### config.mk
export PLATFORM = sky130hd
export DESIGN_NAME = dbg_wb_arbiter
export DESIGN_NICKNAME = d
export VERILOG_FILES = /design/src/rtl/dbg_wb_arbiter.sv
export SDC_FILE = /design/constraint.sdc
export NUM_CORES = 1
export LEC_CHECK = 0
export CAP_MARGIN = 20
export CORE_AREA = 2 2 122 124
export DETAILED_ROUTE_END_ITERATION = 10
export DIE_AREA = 0 0 124 126
export PLACE_DENSITY_LB_ADDON = 0.08
export SETUP_SLACK_MARGIN = 0.02
export SYNTH_ARGS = -nofsm -noshare
export SYNTH_HDL_FRONTEND = slang
export SYNTH_SLANG_ARGS = --single-unit
### constraint.sdc
create_clock -name clk -period 3.47 [get_ports clk]
set_clock_uncertainty 0.2 [all_clocks]
set_input_delay 0.347 -clock clk [delete_from_list [all_inputs] [get_ports clk]]
set_output_delay 0.347 -clock clk [all_outputs]
set_load 0.05 [all_outputs]
### src/rtl/dbg_wb_arbiter.sv
// Two-master classic Wishbone arbiter sharing the system bus between the core (m0)
// and the debug master (m1), with a stall timeout so a hung slave cannot wedge debug.
module dbg_wb_arbiter #(
  parameter int unsigned TIMEOUT  = 256,
  parameter bit          DBG_PRIO = 1'b1
) (
  input  logic        clk,
  input  logic        rstn_i,

  input  logic        m0_cyc_i,
  input  logic        m0_stb_i,
  input  logic        m0_we_i,
  input  logic [3:0]  m0_sel_i,
  input  logic [31:0] m0_adr_i,
  input  logic [31:0] m0_dat_i,
  output logic [31:0] m0_dat_o,
  output logic        m0_ack_o,
  output logic        m0_err_o,

  input  logic        m1_cyc_i,
  input  logic        m1_stb_i,
  input  logic        m1_we_i,
  input  logic [3:0]  m1_sel_i,
  input  logic [31:0] m1_adr_i,
  input  logic [31:0] m1_dat_i,
  output logic [31:0] m1_dat_o,
  output logic        m1_ack_o,
  output logic        m1_err_o,

  output logic        s_cyc_o,
  output logic        s_stb_o,
  output logic        s_we_o,
  output logic [3:0]  s_sel_o,
  output logic [31:0] s_adr_o,
  output logic [31:0] s_dat_o,
  input  logic [31:0] s_dat_i,
  input  logic        s_ack_i,
  input  logic        s_err_i,

  output logic [1:0]  gnt_o
);

  typedef enum logic [1:0] {
    IDLE = 2'd0,
    GNT0 = 2'd1,
    GNT1 = 2'd2
  } state_t;

  localparam bit          TO_EN  = (TIMEOUT != 0);
  localparam logic [15:0] TO_VAL = 16'(TIMEOUT);

  state_t      state, state_nxt;
  logic        last_m1;
  logic [15:0] stall_cnt, stall_cnt_nxt, cnt_inc;
  logic        granted_stb, stall, hit;

  // cnt_inc is the stall count including the current cycle, so the error lands on stall cycle TIMEOUT
  assign cnt_inc = stall_cnt + 16'd1;

  always_comb begin
    granted_stb = 1'b0;
    case (state)
      GNT0:    granted_stb = m0_stb_i;
      GNT1:    granted_stb = m1_stb_i;
      default: granted_stb = 1'b0;
    endcase
    stall = granted_stb && !s_ack_i && !s_err_i;
    hit   = TO_EN && stall && (cnt_inc == TO_VAL);
  end

  always_ff @(posedge clk or negedge rstn_i) begin
    if (!rstn_i) begin
      state     <= IDLE;
      last_m1   <= 1'b0;
      stall_cnt <= '0;
    end else begin
      state     <= state_nxt;
      stall_cnt <= stall_cnt_nxt;
      if (state_nxt != state) begin
        if (state_nxt == GNT0) last_m1 <= 1'b0;
        else if (state_nxt == GNT1) last_m1 <= 1'b1;
      end
    end
  end

  always_comb begin
    state_nxt = state;
    case (state)
      IDLE: begin
        if (m0_cyc_i && m1_cyc_i) state_nxt = (DBG_PRIO || !last_m1) ? GNT1 : GNT0;
        else if (m1_cyc_i)        state_nxt = GNT1;
        else if (m0_cyc_i)        state_nxt = GNT0;
      end
      GNT0:    if (!m0_cyc_i) state_nxt = m1_cyc_i ? GNT1 : IDLE;
      GNT1:    if (!m1_cyc_i) state_nxt = m0_cyc_i ? GNT0 : IDLE;
      default: state_nxt = IDLE;
    endcase

    stall_cnt_nxt = cnt_inc;
    if (state == IDLE || state_nxt != state || !stall || hit) stall_cnt_nxt = '0;
  end

  // Only the granted master's signals reach the outputs; the other side is held at zero
  always_comb begin
    s_cyc_o  = 1'b0;
    s_stb_o  = 1'b0;
    s_we_o   = 1'b0;
    s_sel_o  = '0;
    s_adr_o  = '0;
    s_dat_o  = '0;
    m0_dat_o = '0;
    m0_ack_o = 1'b0;
    m0_err_o = 1'b0;
    m1_dat_o = '0;
    m1_ack_o = 1'b0;
    m1_err_o = 1'b0;
    gnt_o    = 2'b00;
    case (state)
      GNT0: begin
        gnt_o    = 2'b01;
        s_cyc_o  = m0_cyc_i;
        s_stb_o  = m0_stb_i && !hit;
        s_we_o   = m0_we_i;
        s_sel_o  = m0_sel_i;
        s_adr_o  = m0_adr_i;
        s_dat_o  = m0_dat_i;
        m0_dat_o = s_dat_i;
        m0_ack_o = s_ack_i;
        m0_err_o = s_err_i || hit;
      end
      GNT1: begin
        gnt_o    = 2'b10;
        s_cyc_o  = m1_cyc_i;
        s_stb_o  = m1_stb_i && !hit;
        s_we_o   = m1_we_i;
        s_sel_o  = m1_sel_i;
        s_adr_o  = m1_adr_i;
        s_dat_o  = m1_dat_i;
        m1_dat_o = s_dat_i;
        m1_ack_o = s_ack_i;
        m1_err_o = s_err_i || hit;
      end
      default: ;
    endcase
  end

endmodule

Word-level counts from Yosys, hierarchy flattened. Index checks and enable logic that the tools add are counted.

Register bits: 18. Output and inout bits: 141. Logic and storage cells: 45.

$add $sub $neg: 1. Eq/ne operators: 4. Multiplexer cells: 23. Reduce and logical (&&, ||, !) cells: 15.

Operators with widths (number): 32-bit one-hot mux with 2 select lines (2); 32-bit 2-to-1 mux (2); 16-bit by 1-bit adder with 16-bit output (second input constant) (1); 16-bit by 9-bit == test with 1-bit output (second input constant) (1); 16-bit 2-to-1 mux (1); 2-bit 2-to-1 mux (6); 1-bit one-hot mux with 2 select lines (4); 4-bit one-hot mux with 2 select lines (1); 1-bit logical AND (6); 2-bit one-hot mux with 3 select lines (1); 1-bit 2-to-1 mux (5); 1-bit zero test (4); 1-bit logical OR (4); 2-bit one-hot mux with 2 select lines (1); 2-bit by 1-bit == test with 1-bit output (second input constant) (1); 2-bit == test (second input constant) (1); 2-bit zero test (1); 2-bit != test (1).

Longest topological paths before layout. Gate-level depths: netlist of run 1.

Word-level depth: 9. Gate-level depth with buffers: 9. Mapped depth without buffers: 7.

Worst setup path after synthesis of run 1. No wires, ideal clock.

Kind: register to output. Start point: reg state[0]. End point: out s_adr_o[25]. Data arrival time: 2.360 ns. Required time: 2.923 ns. Setup slack: 0.563 ns. Stages on the path, launching flop included: 8. Buffers on the path: 3. Cell sequence: dfrtp_1 > inv_1 > ha_1 > clkbuf_1 > clkbuf_1 > clkbuf_1 > a22oi_1 > nor2b_1.

Longest elaborated chain between the ends: 2. Elaborated cells on any way between the ends: 3.

Ends and longest elaborated chain: start: declaration (RTL line 52) `state_t state, state_nxt;`; start signal: assignment (RTL line 77) `state <= state_nxt;`; 2-bit == test or 2-bit by 1-bit == test with 1-bit output (tied branches) (RTL line 118) `case (state)`; 32-bit one-hot mux with 2 select lines * (RTL line 118); end: declaration (RTL line 34) `output logic [31:0] s_adr_o,`.

Every way passes the cells marked *; elsewhere a longest branch is shown, timed or not.

Worst setup path in the final report of run 1.
Start point: reg state[0]. End point: out m1_err_o.

Longest elaborated chain between the ends: 7. Elaborated cells on any way between the ends: 8.

Ends and longest elaborated chain: 2-bit == test or 2-bit by 1-bit == test with 1-bit output (tied branches) (RTL line 62, 118); 1-bit one-hot mux with 2 select lines (RTL line 62) `case (state)`; 1-bit logical AND (2 in a row) (RTL line 67) `stall = granted_stb && !s_ack_i && !s_err_i;`; 1-bit logical AND (RTL line 68) `hit = TO_EN && stall && (cnt_inc == TO_VAL);`; 1-bit logical OR (RTL line 141) `m1_err_o = s_err_i || hit;`; 1-bit 2-to-1 mux * (RTL line 118); end: declaration (RTL line 28) `output logic m1_err_o,`.

Marked as above.

==> reports/qor.yml, run 1 <==
yosys:
  yosysMostFrequentCell: "nor2b_1"
  synth_area_leaders: "a22oi_1, dfrtp_1, nor2b_1"
  synthMuxAreaShare: 0.01218
  synth-compound-area-share: 0.2521
  ys_top_cells_by_count: "nor2b_1, a22oi_1, and2_1, clkbuf_1"
  yosys.cell_types.count: 40
  synth_top_area_share: 0.1894
  syn_inst: 371
  synthSimpleGateAreaFrac: 0.4380
  yosysTopAreaCell: "a22oi_1"
  synth_top_family_by_area: "simple AND/OR/NAND/NOR gates"
  seq_area_frac_synth: 0.1624
  dominantRegCellSynth: "dfrtp_1"
  synth_area_per_cell_um2: 7.477
  synthArstFlopShare: 1.000
  synth_edf_count: 0
  synth_fa_ha_area_frac: 0.03608
  synth_seq_cells: 18
  synth_fp_nets: 557
  yosysWarnings: 0
  syn-cell-area_um2: 2774
  synth_xor_area_frac: 0.04420
global_route:
  grt_max_degree: 72
  overflow: 0
  grt_util_all_layers: 0.2148
  antenna_found_initial: 1
  grt_pass1_wl_mm: 25.05
  grt_pass1_vias: 4044
final_layout:
  syn_to_final_growth_pct: 150.6
  fillers: 1375
  finalNetCount: 854
  drive_gt1_frac: 0.1454
  fin_area_um2: 6952
sta:
  rsz0062_at_grt: "false"
  slew-limit-headroom: 0.4136
  hold_viol: 0
  setup_viol: 0
  worstMarginPinSlew_ns: 0.8769
  period_share: 0.9012
  clock.fmax_ghz: 0.3198
  finalCriticalPeriod_ns: 3.127
  finalSetupTns_ns: 0
  slew_viol_final: 0
setup_path:
  cp.required_ns: 2.92
  start_kind: "register"
  reg2reg_to: "stall_cnt[4]"
  rrSetupSlack_ns: 0.78
  critPathCaptureType: "output port"
  reg2reg_from: "state[0]"
  max_stage_delay_ns: 0.51
  critPathSlowestCell: "a2111oi_4"
  critPathBufInv: 2
  cp_top_family: "compound AO/OA/AOI/OAI gates"
  path_max_fanout: 7
  cp.depth: 7
  worstRegToRegCells: 7
  path_cells: "inv_1 > ha_1 > nor3b_1 > nand4_1 > a2111oi_4 > a22o_1 > buf_12"
  setup.worst_path.class: "reg -> out"
  worstPathArrival_ns: 2.58
placement:
  gp_congestion: 0.8740
  dpl-instance-area_um2: 6860
  dp_hpwl_mm: 14.71
  portBuffers: 318
worst_hold_path:
  min_path_type: "reg -> reg"
  min_from: "stall_cnt[0]"
  hold_depth: 1
  hold_path_end: "stall_cnt[0]"
floorplan:
  initial_core_util: 0.1938
  io_pins: 319
  dieArea_um2: 15620
  core_um2: 14310
  fp-row-count: 44
  fp.dieH_um: 126
  die_x_um: 124
clock_tree:
  path_clk_slew_ns: 0.05
  ctsLongestPathBuffers: 2
  ctsHtreeMaxLevel: 1
  ctsHoldBuffers: 0
  worstSkewPairLatency_ns: 0.25
  post_cts_buffers: 0
  cts_buffers: 3
  cts_sinks: 18
  ctsResizeCount: 0
  ctsRootBufferMaster: "clkbuf_16"
  cts_tree: "yes"
power_and_ir_drop:
  p_per_area_nw_per_um2: 798.3
  power_leakage_nw: 2.558
  vdd_drop_max_mv: 0.3499
drt:
  initialDrtViolationCount: 195
  ant_nets: 0
  routed_wl_mm: 17.55
  wl_per_cell_um: 20.60
  vias: 3861
  drc: 0
  first_pass_iters: 4
  vias_per_cell: 4.532
job:
  cap_viol_max_count: 0
status:
  outcome: "completed"
## metrics by stage
stage          power, mW    util  std cells  setup WS (ns)  hold slack [ns]
6_report           5.550  0.4857        852         0.3427           0.3570
5_1_grt            5.785  0.4857        852         0.1297           0.3699
4_1_cts            5.585  0.4855        851         0.3229           0.3496
3_5_place_dp       5.314  0.4793        847         0.5907           0.3471
3_3_place_gp       5.316  0.4793        847         0.6304           0.3390
2_1_floorplan      3.042       -        371         0.5631          -0.1486
## flip-flops by register name, summed over array words and instances (netlist names)
signal	flops
stall_cnt	16
state	2
## cell type report
cell class	count	area [µm²]	share of cell area
diodes	1	2.502	0.0003600
clock buffers	4	88.84	0.01278
inverters	6	22.52	0.003240
multi-input cells	313	2196	0.3159
flip-flops and latches	18	450.4	0.06479
well taps	184	230.2	0.03312
repair buffers	326	3961	0.5698
## cells in the final DEF, fill, tap and decap left out, drive strengths merged, types with 2 or more instances in the layout
master / netlist / layout
clkdlybuf4s50: 0 / 245
buf: 3 / 81
nor2b: 71 / 71
a22oi: 70 / 70
and2: 67 / 67
nor2: 18 / 18
dfrtp: 18 / 18
nand3: 10 / 10
ha: 8 / 8
nand2: 7 / 7
xor2: 7 / 7
xnor2: 7 / 7
inv: 6 / 6
and3: 6 / 6
nor4: 5 / 5
a211oi: 4 / 4
nand4: 4 / 4
clkbuf: 31 / 4
or2: 3 / 3
nor3: 3 / 3
a22o: 3 / 3
mux2: 3 / 3
or3: 3 / 3
a221oi: 2 / 2
o21ai: 2 / 2
a21oi: 2 / 2
## where the power goes
part / internal (mW) / total, mW / switching [mW]
Clock: 0.175 / 0.256 / 0.0802
Combinational: 2.10 / 5.05 / 2.95
Sequential: 0.220 / 0.244 / 0.0241
## kinds of logic after synthesis
family	count (synthesis)
buffers and inverters	40
AND/OR/NAND/NOR	200
AO/OA/AOI/OAI	88
flip-flops	18
XOR/XNOR	14
adder cells (fa/ha/maj)	8
multiplexers	3
## how the worst max path moves through the flow
stage | from | end
2_1_floorplan | state[0] | s_adr_o[25]
3_3_place_gp | state[0] | m0_err_o
3_5_place_dp | m1_cyc_i | stall_cnt[12]
4_1_cts | state[0] | m1_err_o
5_1_grt | state[0] | m0_err_o
6_report | state[0] | m1_err_o
## layer usage
layer | GRT usage | up-vias | wire length [µm] | share of wire
met5 | 0 | - | 0 | 0
met4 | 0.03173 | 0 | 150 | 0.0085
met3 | 0.07156 | 10 | 1551 | 0.088
met2 | 0.3853 | 162 | 8901 | 0.51
met1 | 0.2508 | 1794 | 6944 | 0.40
li1 | - | 1895 | - | -
(Power assumes the default switching activity.)
==> inputs of run 2 (changes only) <==
==> constraint.sdc (replaced) <==
create_clock -name clk -period 3.5 [get_ports clk]
set_clock_uncertainty 0.2 [all_clocks]
set_input_delay 0.35 -clock clk [delete_from_list [all_inputs] [get_ports clk]]
set_output_delay 0.35 -clock clk [all_outputs]
set_load 0.05 [all_outputs]
==> reports/qor.yml, run 2 (synthesized netlist as in run 1, its figures left out) <==
sta:
  holdWs_ns: 0.3568  # -0.0001770 ns
  finalSetupTns_ns: 0  # unchanged
  setup_slack_ns: 0.3007  # -0.04200 ns
  rsz0062_at_grt: "false"
  period_share: 0.9141
  clock.fmax_ghz: 0.3126
  finalCriticalPeriod_ns: 3.199
  slew_viol_final: 0  # unchanged
  setup_viol: 0  # unchanged
  slew-limit-headroom: 0.4497  # +0.03612
  worstMarginPinSlew_ns: 0.8228  # -0.05401 ns
  hold_viol: 0  # unchanged
global_route:
  grt_util_all_layers: 0.2165  # +0.001776
  grt_pass1_wl_mm: 25.41  # +1.4%
  grt-busiest-layer: "met2"
  grt_pass1_vias: 4090  # +1.1%
  antenna_found_initial: 1  # unchanged
  grt_max_degree: 72  # unchanged
  grtUsageMet2: 0.3807  # -0.004525
  use_met1: 0.2531  # +0.002278
  overflow: 0  # unchanged
  met3_usage: 0.07065  # -0.0009058
final_layout:
  largest_reg_flops: 16  # unchanged
  fin_cells: 849  # -0.35%
  finalNetCount: 851  # -0.35%
  fin_area_um2: 6942  # -0.14%
  syn_to_final_growth_pct: 150.2
  mostFrequentLayoutCells: "clkdlybuf4s50_1, buf_12, nor2b_1, a22oi_1, and2_1"
  layout_commonest_cell: "clkdlybuf4s50_1"
  reg_top3: "stall_cnt: 16 flops, state: 2 flops"
  largest-register: "stall_cnt"
  post-route-util: 0.4850  # -0.0006990
  drive_gt1_frac: 0.1416  # -0.003861
  regArea_um2: 450.4  # unchanged
  multi_input_area_um2: 2196  # unchanged
  fillers: 1403  # +2.0%
status:
  outcome: "completed"
power_and_ir_drop:
  power_leakage_nw: 2.546  # -0.46%
  power_mw: 5.483  # -1.2%
  p_per_area_nw_per_um2: 789.9  # -1.1%
  vdd_drop_max_mv: 0.3528  # +0.82%
drt:
  vias_per_cell: 4.564  # +0.72%
  routed_wl_mm: 17.55  # about the same
  initialDrtViolationCount: 186  # -4.6%
  wl_per_cell_um: 20.67  # +0.34%
  vias: 3875  # +0.36%
  ant_nets: 0  # unchanged
  first_pass_iters: 4  # unchanged
  drc: 0  # unchanged
setup_path:
  critPathCaptureType: "output port"
  worstPathArrival_ns: 2.65  # +0.07 ns
  critPathSlowestCell: "dfrtp_1"
  setup.worst_path.class: "reg -> out"
  path_cells: "inv_1 > ha_4 > buf_12 > buf_4 > a22oi_1 > nor2b_1 > buf_12"
  path_max_fanout: 38  # +31
  cp_top_family: "buffers and inverters"
  crit_top_cell: "buf_12"
  start_kind: "register"
  max_stage_delay_ns: 0.47  # -0.04 ns
  critPathBufInv: 4  # +2
  cp.required_ns: 2.95  # +0.03 ns
placement:
  dp_hpwl_mm: 14.52  # -1.3%
  portBuffers: 318  # unchanged
  place_ws_ns: 0.5770  # -0.01366 ns
  dp_cells: 844  # -0.35%
  dpl-instance-area_um2: 6850  # -0.15%
  gp_congestion: 0.8864  # +1.4%
clock_tree:
  ctsHtreeMaxLevel: 1  # unchanged
  ctsLongestPathBuffers: 2  # unchanged
  path_clk_slew_ns: 0.05  # about the same
  ctsHoldBuffers: 0  # unchanged
  post_cts_buffers: 0  # unchanged
  cts_sinks: 18  # unchanged
  ctsRootBufferMaster: "clkbuf_16"
  cts_tree: "yes"
  worstSkewPairLatency_ns: 0.25  # about the same
  ctsResizeCount: 0  # unchanged
  cts_buffers: 3  # unchanged
floorplan:
  core_um2: 14310  # unchanged
  io_pins: 319  # unchanged
  fp-row-count: 44  # unchanged
  initial_core_util: 0.1938  # unchanged
  fp.dieH_um: 126  # unchanged
  die_x_um: 124  # unchanged
  dieArea_um2: 15620  # unchanged
job:
  cap_viol_max_count: 0  # unchanged
worst_hold_path:
  min_path_type: "reg -> reg"
run 2: changes by cell type in the layout (fill, tap and decap cells not counted):
cell    delta
buf_4      -4
buf_12     +1
run 2: power breakdown:
part           internal [mW]  switching, mW  leakage (nW)  total, mW
Combinational           2.08           2.90          2.25       4.98
Sequential             0.218         0.0258         0.249      0.244
Clock                  0.174         0.0803        0.0442      0.254
run 2: routing by layer:
layer | wire length, µm | vias up
met2 | 8668 | 178
li1 | - | 1889
met4 | 342 | 0
met1 | 6956 | 1789
met5 | 0 | -
met3 | 1577 | 19
run 2: worst paths after layout:
path / start / to / slack, ns / depth (start not counted)
min reg2reg: stall_cnt[0] / stall_cnt[0] / 0.36 / 1
max in group asynchronous: rstn_i / stall_cnt[7] / 2.21 / 1
max reg2reg: state[0] / stall_cnt[0] / 0.82 / 7
min in group asynchronous: rstn_i / stall_cnt[4] / 0.38 / 1
min: stall_cnt[0] / stall_cnt[0] / 0.36 / 1
max: state[0] / s_dat_o[9] / 0.30 / 7
run 2: area by class of cell:
class	count	area share
Sequential cell	18	0.06489
Inverter	6	0.003244
Multi-Input combinational cell	313	0.3163
Clock buffer	4	0.01280
Timing Repair Buffer	323	0.5692
Antenna cell	1	0.0003605
Tap cell	184	0.03317
